### src/rtl/mat_result_streamer_if.sv
// -----------------------------------------------------------------------------
// mat_result_streamer_if
// Bundles the capture request, snapshot sources and valid/ready output stream
// of the matrix result streamer.
//   master : host side (drives start/operands/out_ready, observes the stream)
//   slave  : streamer side
// Signals:
//   start        capture-and-stream request
//   mat_in       flattened N*N matrix, element [i][j] at [(i*N+j)*DATA_W +: DATA_W]
//   scalar_in    ALU result scalar
//   send_scalar  append scalar_in as final word (sampled with start)
//   col_major    0 = row-major, 1 = column-major order (sampled with start)
//   out_data     current stream word
//   out_valid    out_data valid
//   out_ready    downstream accepts the word
//   out_last     final word of the frame
//   busy         frame in progress
//   done         one-cycle pulse after the final transfer
// -----------------------------------------------------------------------------
interface mat_result_streamer_if #(
    parameter int unsigned DATA_W = 32,
    parameter int unsigned N      = 4
);
    localparam int unsigned MAT_W = N * N * DATA_W;

    logic              start;
    logic [MAT_W-1:0]  mat_in;
    logic [DATA_W-1:0] scalar_in;
    logic              send_scalar;
    logic              col_major;
    logic [DATA_W-1:0] out_data;
    logic              out_valid;
    logic              out_ready;
    logic              out_last;
    logic              busy;
    logic              done;

    modport master (
        output start, mat_in, scalar_in, send_scalar, col_major, out_ready,
        input  out_data, out_valid, out_last, busy, done
    );

    modport slave (
        input  start, mat_in, scalar_in, send_scalar, col_major, out_ready,
        output out_data, out_valid, out_last, busy, done
    );
endinterface

### src/rtl/mat_result_streamer.sv
// -----------------------------------------------------------------------------
// mat_result_streamer
// Snapshots the 4x4 matrix ALU result (and optionally the scalar) on a start
// request and serializes it one word per transfer over a valid/ready stream,
// in row-major or column-major (transposed) order.
// Ports:
//   clk    system clock, rising edge
//   reset  asynchronous active-low reset; aborts any frame without a done pulse
//   bus    mat_result_streamer_if.slave (capture inputs + output stream)
// All outputs are registered.
// -----------------------------------------------------------------------------
module mat_result_streamer #(
    parameter int unsigned DATA_W = 32,
    parameter int unsigned N      = 4
) (
    input  logic                  clk,
    input  logic                  reset,
    mat_result_streamer_if.slave  bus
);
    localparam int unsigned NN    = N * N;
    localparam int unsigned MAT_W = NN * DATA_W;
    localparam int unsigned K_W   = $clog2(NN + 1);

    localparam logic [1:0] S_IDLE   = 2'd0;
    localparam logic [1:0] S_STREAM = 2'd1;
    localparam logic [1:0] S_DONE   = 2'd2;

    // State and snapshot
    logic [1:0]        r_state;
    logic [K_W-1:0]    r_k;
    logic [MAT_W-1:0]  r_mat;
    logic [DATA_W-1:0] r_scalar;
    logic              r_send;
    logic              r_col;

    // Registered outputs
    logic [DATA_W-1:0] r_out_data;
    logic              r_out_valid;
    logic              r_out_last;
    logic              r_busy;
    logic              r_done;

    // Next-state values
    logic [1:0]        w_state_nxt;
    logic [K_W-1:0]    w_k_nxt;
    logic [DATA_W-1:0] w_data_nxt;
    logic              w_valid_nxt;
    logic              w_last_nxt;
    logic              w_busy_nxt;
    logic              w_done_nxt;
    logic              w_capture;
    logic [K_W-1:0]    w_last_idx;
    logic [K_W-1:0]    w_k_inc;

    // Word k of a frame: matrix element in the requested order, scalar past N*N
    function automatic logic [DATA_W-1:0] sel_word(
        input logic [MAT_W-1:0]  mat,
        input logic [DATA_W-1:0] scal,
        input logic              col,
        input logic [K_W-1:0]    k
    );
        int unsigned ki;
        int unsigned ei;
        ki = 32'(k);
        if (ki >= NN) begin
            return scal;
        end
        ei = col ? ((ki % N) * N + ki / N) : ki;
        return mat[ei * DATA_W +: DATA_W];
    endfunction

    // Index of the final word: N*N-1, or N*N when the scalar is appended
    assign w_last_idx = K_W'(NN - 1) + K_W'(r_send);
    assign w_k_inc    = r_k + K_W'(1);

    // Next-state / next-output logic
    always_comb begin
        w_state_nxt = r_state;
        w_k_nxt     = r_k;
        w_data_nxt  = r_out_data;
        w_valid_nxt = r_out_valid;
        w_last_nxt  = r_out_last;
        w_busy_nxt  = r_busy;
        w_done_nxt  = 1'b0;
        w_capture   = 1'b0;

        case (r_state)
            S_IDLE: begin
                w_valid_nxt = 1'b0;
                w_last_nxt  = 1'b0;
                w_busy_nxt  = 1'b0;
                if (bus.start) begin
                    // Word 0 comes straight from the inputs being captured,
                    // so it can be presented in the first cycle of the frame.
                    w_capture   = 1'b1;
                    w_k_nxt     = '0;
                    w_data_nxt  = sel_word(bus.mat_in, bus.scalar_in,
                                           bus.col_major, K_W'(0));
                    w_valid_nxt = 1'b1;
                    w_last_nxt  = 1'b0;
                    w_busy_nxt  = 1'b1;
                    w_state_nxt = S_STREAM;
                end
            end

            S_STREAM: begin
                if (r_out_valid && bus.out_ready) begin
                    if (r_k == w_last_idx) begin
                        w_data_nxt  = '0;
                        w_valid_nxt = 1'b0;
                        w_last_nxt  = 1'b0;
                        w_busy_nxt  = 1'b0;
                        w_done_nxt  = 1'b1;
                        w_state_nxt = S_DONE;
                    end else begin
                        w_k_nxt     = w_k_inc;
                        w_data_nxt  = sel_word(r_mat, r_scalar, r_col, w_k_inc);
                        w_valid_nxt = 1'b1;
                        w_last_nxt  = (w_k_inc == w_last_idx);
                    end
                end
            end

            S_DONE: begin
                w_state_nxt = S_IDLE;
            end

            default: begin
                w_data_nxt  = '0;
                w_valid_nxt = 1'b0;
                w_last_nxt  = 1'b0;
                w_busy_nxt  = 1'b0;
                w_state_nxt = S_IDLE;
            end
        endcase
    end

    // State, counter and output registers
    always_ff @(posedge clk or negedge reset) begin
        if (!reset) begin
            r_state     <= S_IDLE;
            r_k         <= '0;
            r_out_data  <= '0;
            r_out_valid <= 1'b0;
            r_out_last  <= 1'b0;
            r_busy      <= 1'b0;
            r_done      <= 1'b0;
        end else begin
            r_state     <= w_state_nxt;
            r_k         <= w_k_nxt;
            r_out_data  <= w_data_nxt;
            r_out_valid <= w_valid_nxt;
            r_out_last  <= w_last_nxt;
            r_busy      <= w_busy_nxt;
            r_done      <= w_done_nxt;
        end
    end

    // Snapshot registers, loaded only when a start is accepted
    always_ff @(posedge clk or negedge reset) begin
        if (!reset) begin
            r_mat    <= '0;
            r_scalar <= '0;
            r_send   <= 1'b0;
            r_col    <= 1'b0;
        end else if (w_capture) begin
            r_mat    <= bus.mat_in;
            r_scalar <= bus.scalar_in;
            r_send   <= bus.send_scalar;
            r_col    <= bus.col_major;
        end
    end

    assign bus.out_data  = r_out_data;
    assign bus.out_valid = r_out_valid;
    assign bus.out_last  = r_out_last;
    assign bus.busy      = r_busy;
    assign bus.done      = r_done;

endmodule

### src/flat_wrapper.sv
// flat-port wrapper written by rule: the top's interface ports become plain ports
module mat_result_streamer_flat 
#(
    parameter int unsigned DATA_W = 32,
    parameter int unsigned N      = 4
)
  (clk, reset, bus_start, bus_mat_in, bus_scalar_in, bus_send_scalar, bus_col_major, bus_out_ready, bus_out_data, bus_out_valid, bus_out_last, bus_busy, bus_done);
  mat_result_streamer_if #(.DATA_W(DATA_W), .N(N)) bus_i ();
  input  logic clk;
  input  logic reset;
  input wire logic [$bits(bus_i.start)-1:0] bus_start;
  input wire logic [$bits(bus_i.mat_in)-1:0] bus_mat_in;
  input wire logic [$bits(bus_i.scalar_in)-1:0] bus_scalar_in;
  input wire logic [$bits(bus_i.send_scalar)-1:0] bus_send_scalar;
  input wire logic [$bits(bus_i.col_major)-1:0] bus_col_major;
  input wire logic [$bits(bus_i.out_ready)-1:0] bus_out_ready;
  output wire logic [$bits(bus_i.out_data)-1:0] bus_out_data;
  output wire logic [$bits(bus_i.out_valid)-1:0] bus_out_valid;
  output wire logic [$bits(bus_i.out_last)-1:0] bus_out_last;
  output wire logic [$bits(bus_i.busy)-1:0] bus_busy;
  output wire logic [$bits(bus_i.done)-1:0] bus_done;
  assign bus_i.start = bus_start;
  assign bus_i.mat_in = bus_mat_in;
  assign bus_i.scalar_in = bus_scalar_in;
  assign bus_i.send_scalar = bus_send_scalar;
  assign bus_i.col_major = bus_col_major;
  assign bus_i.out_ready = bus_out_ready;
  assign bus_out_data = bus_i.out_data;
  assign bus_out_valid = bus_i.out_valid;
  assign bus_out_last = bus_i.out_last;
  assign bus_busy = bus_i.busy;
  assign bus_done = bus_i.done;
  mat_result_streamer #(.DATA_W(DATA_W), .N(N)) u_core (.clk(clk), .reset(reset), .bus(bus_i));
endmodule
### config.mk
export PLATFORM = sky130hd
export DESIGN_NAME = mat_result_streamer_flat
export DESIGN_NICKNAME = d
export VERILOG_FILES = /design/src/rtl/mat_result_streamer_if.sv /design/src/rtl/mat_result_streamer.sv /design/src/flat_wrapper.sv
export SDC_FILE = /design/constraint.sdc
export NUM_CORES = 2
export LEC_CHECK = 0
export CORE_MARGIN = 2
export CORE_UTILIZATION = 40
export CTS_CLUSTER_SIZE = 14
export DETAILED_ROUTE_END_ITERATION = 8
export GPL_TIMING_DRIVEN = 1
export PLACE_DENSITY_LB_ADDON = 0.05
export SLEW_MARGIN = 0
export SYNTH_ARGS = -nofsm -noshare
export SYNTH_HDL_FRONTEND = slang
export SYNTH_SLANG_ARGS = --single-unit
### constraint.sdc
create_clock -name clk -period 6.2 [get_ports clk]
set_input_delay 0.62 -clock clk [delete_from_list [all_inputs] [get_ports clk]]
set_output_delay 0.62 -clock clk [all_outputs]
set_load 0.03 [all_outputs]
==> impl_metrics.ini <==
[status]
status = finished clean

[finish]
n_fill_cell = 5580
layout_commonest_cell = dfrtp_1
ff_latch_area_mm2 = 0.0147
final_cell_mix = dfrtp_1, clkdlybuf4s50_1, mux2_2
fin_nets = 2995
final_cells = 3371
area_delta_synth_final_pct = 32.7
multi_input_comb_area_mm2 = 0.0118
final_layout_size_suffix_gt1_share_pct = 28.7

[sta]
drv_slew = 0
period_share_pct = 62.6
tightestPinTransition_ns = 1.06
layout_min_cycle_time_ns = 3.88
max_freq_mhz = 258
holdWs_ns = 0.498
setup_violations = 0
max_slew_margin_pct = 29.3
tns_ns = 0
rsz0062_at_grt = false
final.setup_skew_ns = 0.0177
hold_viol = 0

[clock_network]
cts_tree = done
cts_setup_buffers = 0
cts_max_path_buffers = 3
cts_max_level = 3
numClockSinks = 589
clkTransAtPathRegs_ns = 0.06
ctsRootBufferMaster = clkbuf_16
cts_buffers = 68
worstSkewPairLatency_ns = 0.60

[grt]
grt_start_max_net_pins = 169
grt_pass1_vias = 19800
grt_pass1_wl_um = 132000
grt.overflow.total = 0
grtUsageTotal_pct = 25.7
antenna_found_initial = 32

[power_and_ir_drop]
ir_drop_mv = 0.355
p_leak_nw = 15.3
powerDensity_mw_per_mm2 = 539

[route]
routed_wl_um = 90300
vias_per_cell = 5.42
num_vias = 18300
met3_length_um = 6220
drcViolationCount = 0
first_pass_iters = 9
antenna_left = 0
post_drt_wl_per_cell_um = 26.8
wl_met1_um = 35000
drt_iter0_markers = 1323
met2_length_um = 46500
maxUsedRoutingLayer = met5

[die]
die_height_um = 264
die_x_um = 264
core_mm2 = 0.0672
ios = 586
fp-row-count = 95
start_util_pct = 40.3
die_area_mm2 = 0.0698

[setup_path]
cp_data_arrival_time_ns = 4.37
regToRegEndpoint = u_core.bus.out_data[15]$_DFFE_PN0P_
cp-start-kind = register
crit-reg2reg-launch = u_core.r_k[0]$_DFFE_PN0P_
crit_path_end_kind = register
critPathRequiredTime_ns = 6.69
r2r_cells = 7
crit_fanout = 48
crit_type = reg -> reg
regToRegSetupSlack_ns = 2.32

[synthesis]
synth_edf_count = 0
synth_compound_area_share_pct = 4.84
ys_ff_latch = 589
yosysTopAreaCell = dfrtp_1
syn_area_mm2 = 0.0271
yosysTopAreaCellShare_pct = 54.4
synth-simple-area-share_pct = 1.69
synth_fa_ha_area_share_pct = 0.0923
synth.distinct_cells = 54
synth_ff_type = dfrtp_1
synth_mux_area_share_pct = 36.2
yosys-top-cells-area = dfrtp_1, mux2_2, mux2i_1
synthXorXnorAreaFrac_pct = 0.383
syn_area_per_cell_um2 = 14.2
synth_fp_nets = 2456
yosysSeqAreaShare_pct = 54.4
syn_inst = 1904
synth_top_family_by_area = multiplexers
yosys_warnings = 0
synthArstFlopShare_pct = 100

[placement]
dp_cells = 3245
hpwl_um = 66800
port_buffers = 585
gp_congestion = 0.886

[worst_hold_path]
hold_start = u_core.r_mat[469]$_DFFE_PN0P_
hold_depth = 1
hold_class = reg -> reg
hold_end = u_core.r_mat[469]$_DFFE_PN0P_

[flow_run]
cap_violations = 0
## state kept, by name, summed over array words and instances, names as in the netlist
| signal | cells |
|---|---|
| u_core.bus.busy | 1 |
| u_core.bus.done | 1 |
| u_core.bus.out_data | 32 |
| u_core.bus.out_last | 1 |
| u_core.bus.out_valid | 1 |
| u_core.r_col | 1 |
| u_core.r_k | 5 |
| u_core.r_mat | 512 |
| u_core.r_scalar | 32 |
| u_core.r_send | 1 |
| u_core.r_state | 2 |
## critical path, stage by stage (launching register included)
cell	delay [ns]
dfrtp_1	0.69
ha_1	0.47
xnor2_2	0.19
a21boi_4	0.27
buf_4	0.73
nor2b_4	0.85
a221oi_1	0.25
o31ai_1	0.29
## through the flow
stage               area [µm²]  total power [mW]  worst slack, ns  util (%)
global route             35900              20.4             2.08      53.5
global placement         33700              15.4             2.53      50.2
detailed placement       33700              15.6             2.35      50.2
floorplan                27100              12.5             3.87         -
finish                   35900              19.4             2.32      53.5
CTS                      35900              19.6             2.32      53.5
## cells by family (layout without fill, tap and decap cells)
kind of cell | Yosys count | count (layout)
AOI/OAI and AO/OA | 167 | 167
muxes | 902 | 902
xor gates and xnor gates | 8 | 8
buffers and inverters | 139 | 723
DFF | 589 | 589
other | 0 | 10
and+or+nand+nor | 97 | 97
adders and majority gates | 2 | 2
## what timing repair did
item,in CTS,in global routing
gates resized for setup,0,0
hold buffers,1,0
endpoints found under the hold margin,8,0
## layer usage
metal / GRT usage [%] / vias to the layer above
li1: - / 8178
met4: 7.23 / 44
met3: 7.07 / 147
met2: 45.8 / 536
met5: 0 / -
met1: 30.3 / 9351
## cell type report
cell class,instances,share of cell area [%]
timing repair buffer,606,17.1
multi-input combinational,1176,32.7
inverter,2,0.0209
antenna,10,0.0696
clock inverter,9,0.216
clock buffer,106,5.84
tap,873,3.04
sequential,589,41.0
## report_power, final
| group | switching (mW) | total (mW) | internal (mW) |
|---|---|---|---|
| Combinational | 4.31 | 8.46 | 4.16 |
| Clock | 1.59 | 3.95 | 2.36 |
| Sequential | 1.15 | 6.96 | 5.80 |
## cell usage after synthesis (2+ instances only)
| master | number |
|---|---|
| clkbuf_1 | 78 |
| mux2_1 | 35 |
| dfrtp_1 | 589 |
| and3_1 | 3 |
| xnor2_1 | 2 |
| a41oi_1 | 2 |
| a31o_2 | 2 |
| nand2b_1 | 3 |
| nand2_1 | 18 |
| buf_1 | 11 |
| a221oi_1 | 31 |
| nor2_1 | 45 |
| mux2i_1 | 290 |
| o31ai_1 | 32 |
| o22ai_1 | 34 |
| a222oi_1 | 32 |
| buf_2 | 25 |
| nand4_1 | 2 |
| nor3_1 | 2 |
| buf_6 | 4 |
| xor2_1 | 3 |
| buf_4 | 19 |
| a22o_1 | 2 |
| o21ai_0 | 9 |
| nand3_1 | 10 |
| mux2_2 | 576 |
| and2_1 | 2 |
| a31oi_1 | 7 |
| a21oi_1 | 5 |
| ha_1 | 2 |
| nor2b_1 | 6 |
## worst max path at each step
stage | startpoint | end | slack (ns) | cells past startpoint
2_1_floorplan | u_core.r_k[0]$_DFFE_PN0P_ | u_core.bus.out_data[0]$_DFFE_PN0P_ | 3.87 | 7
5_1_grt | u_core.r_k[0]$_DFFE_PN0P_ | u_core.bus.out_data[15]$_DFFE_PN0P_ | 2.08 | 7
3_3_place_gp | u_core.r_k[0]$_DFFE_PN0P_ | u_core.bus.out_data[5]$_DFFE_PN0P_ | 2.53 | 7
4_1_cts | u_core.r_k[0]$_DFFE_PN0P_ | u_core.bus.out_data[15]$_DFFE_PN0P_ | 2.32 | 7
3_5_place_dp | u_core.r_k[0]$_DFFE_PN0P_ | u_core.bus.out_data[11]$_DFFE_PN0P_ | 2.35 | 7
6_report | u_core.r_k[0]$_DFFE_PN0P_ | u_core.bus.out_data[15]$_DFFE_PN0P_ | 2.32 | 7
Note: power is estimated with default switching activity, not from simulation.
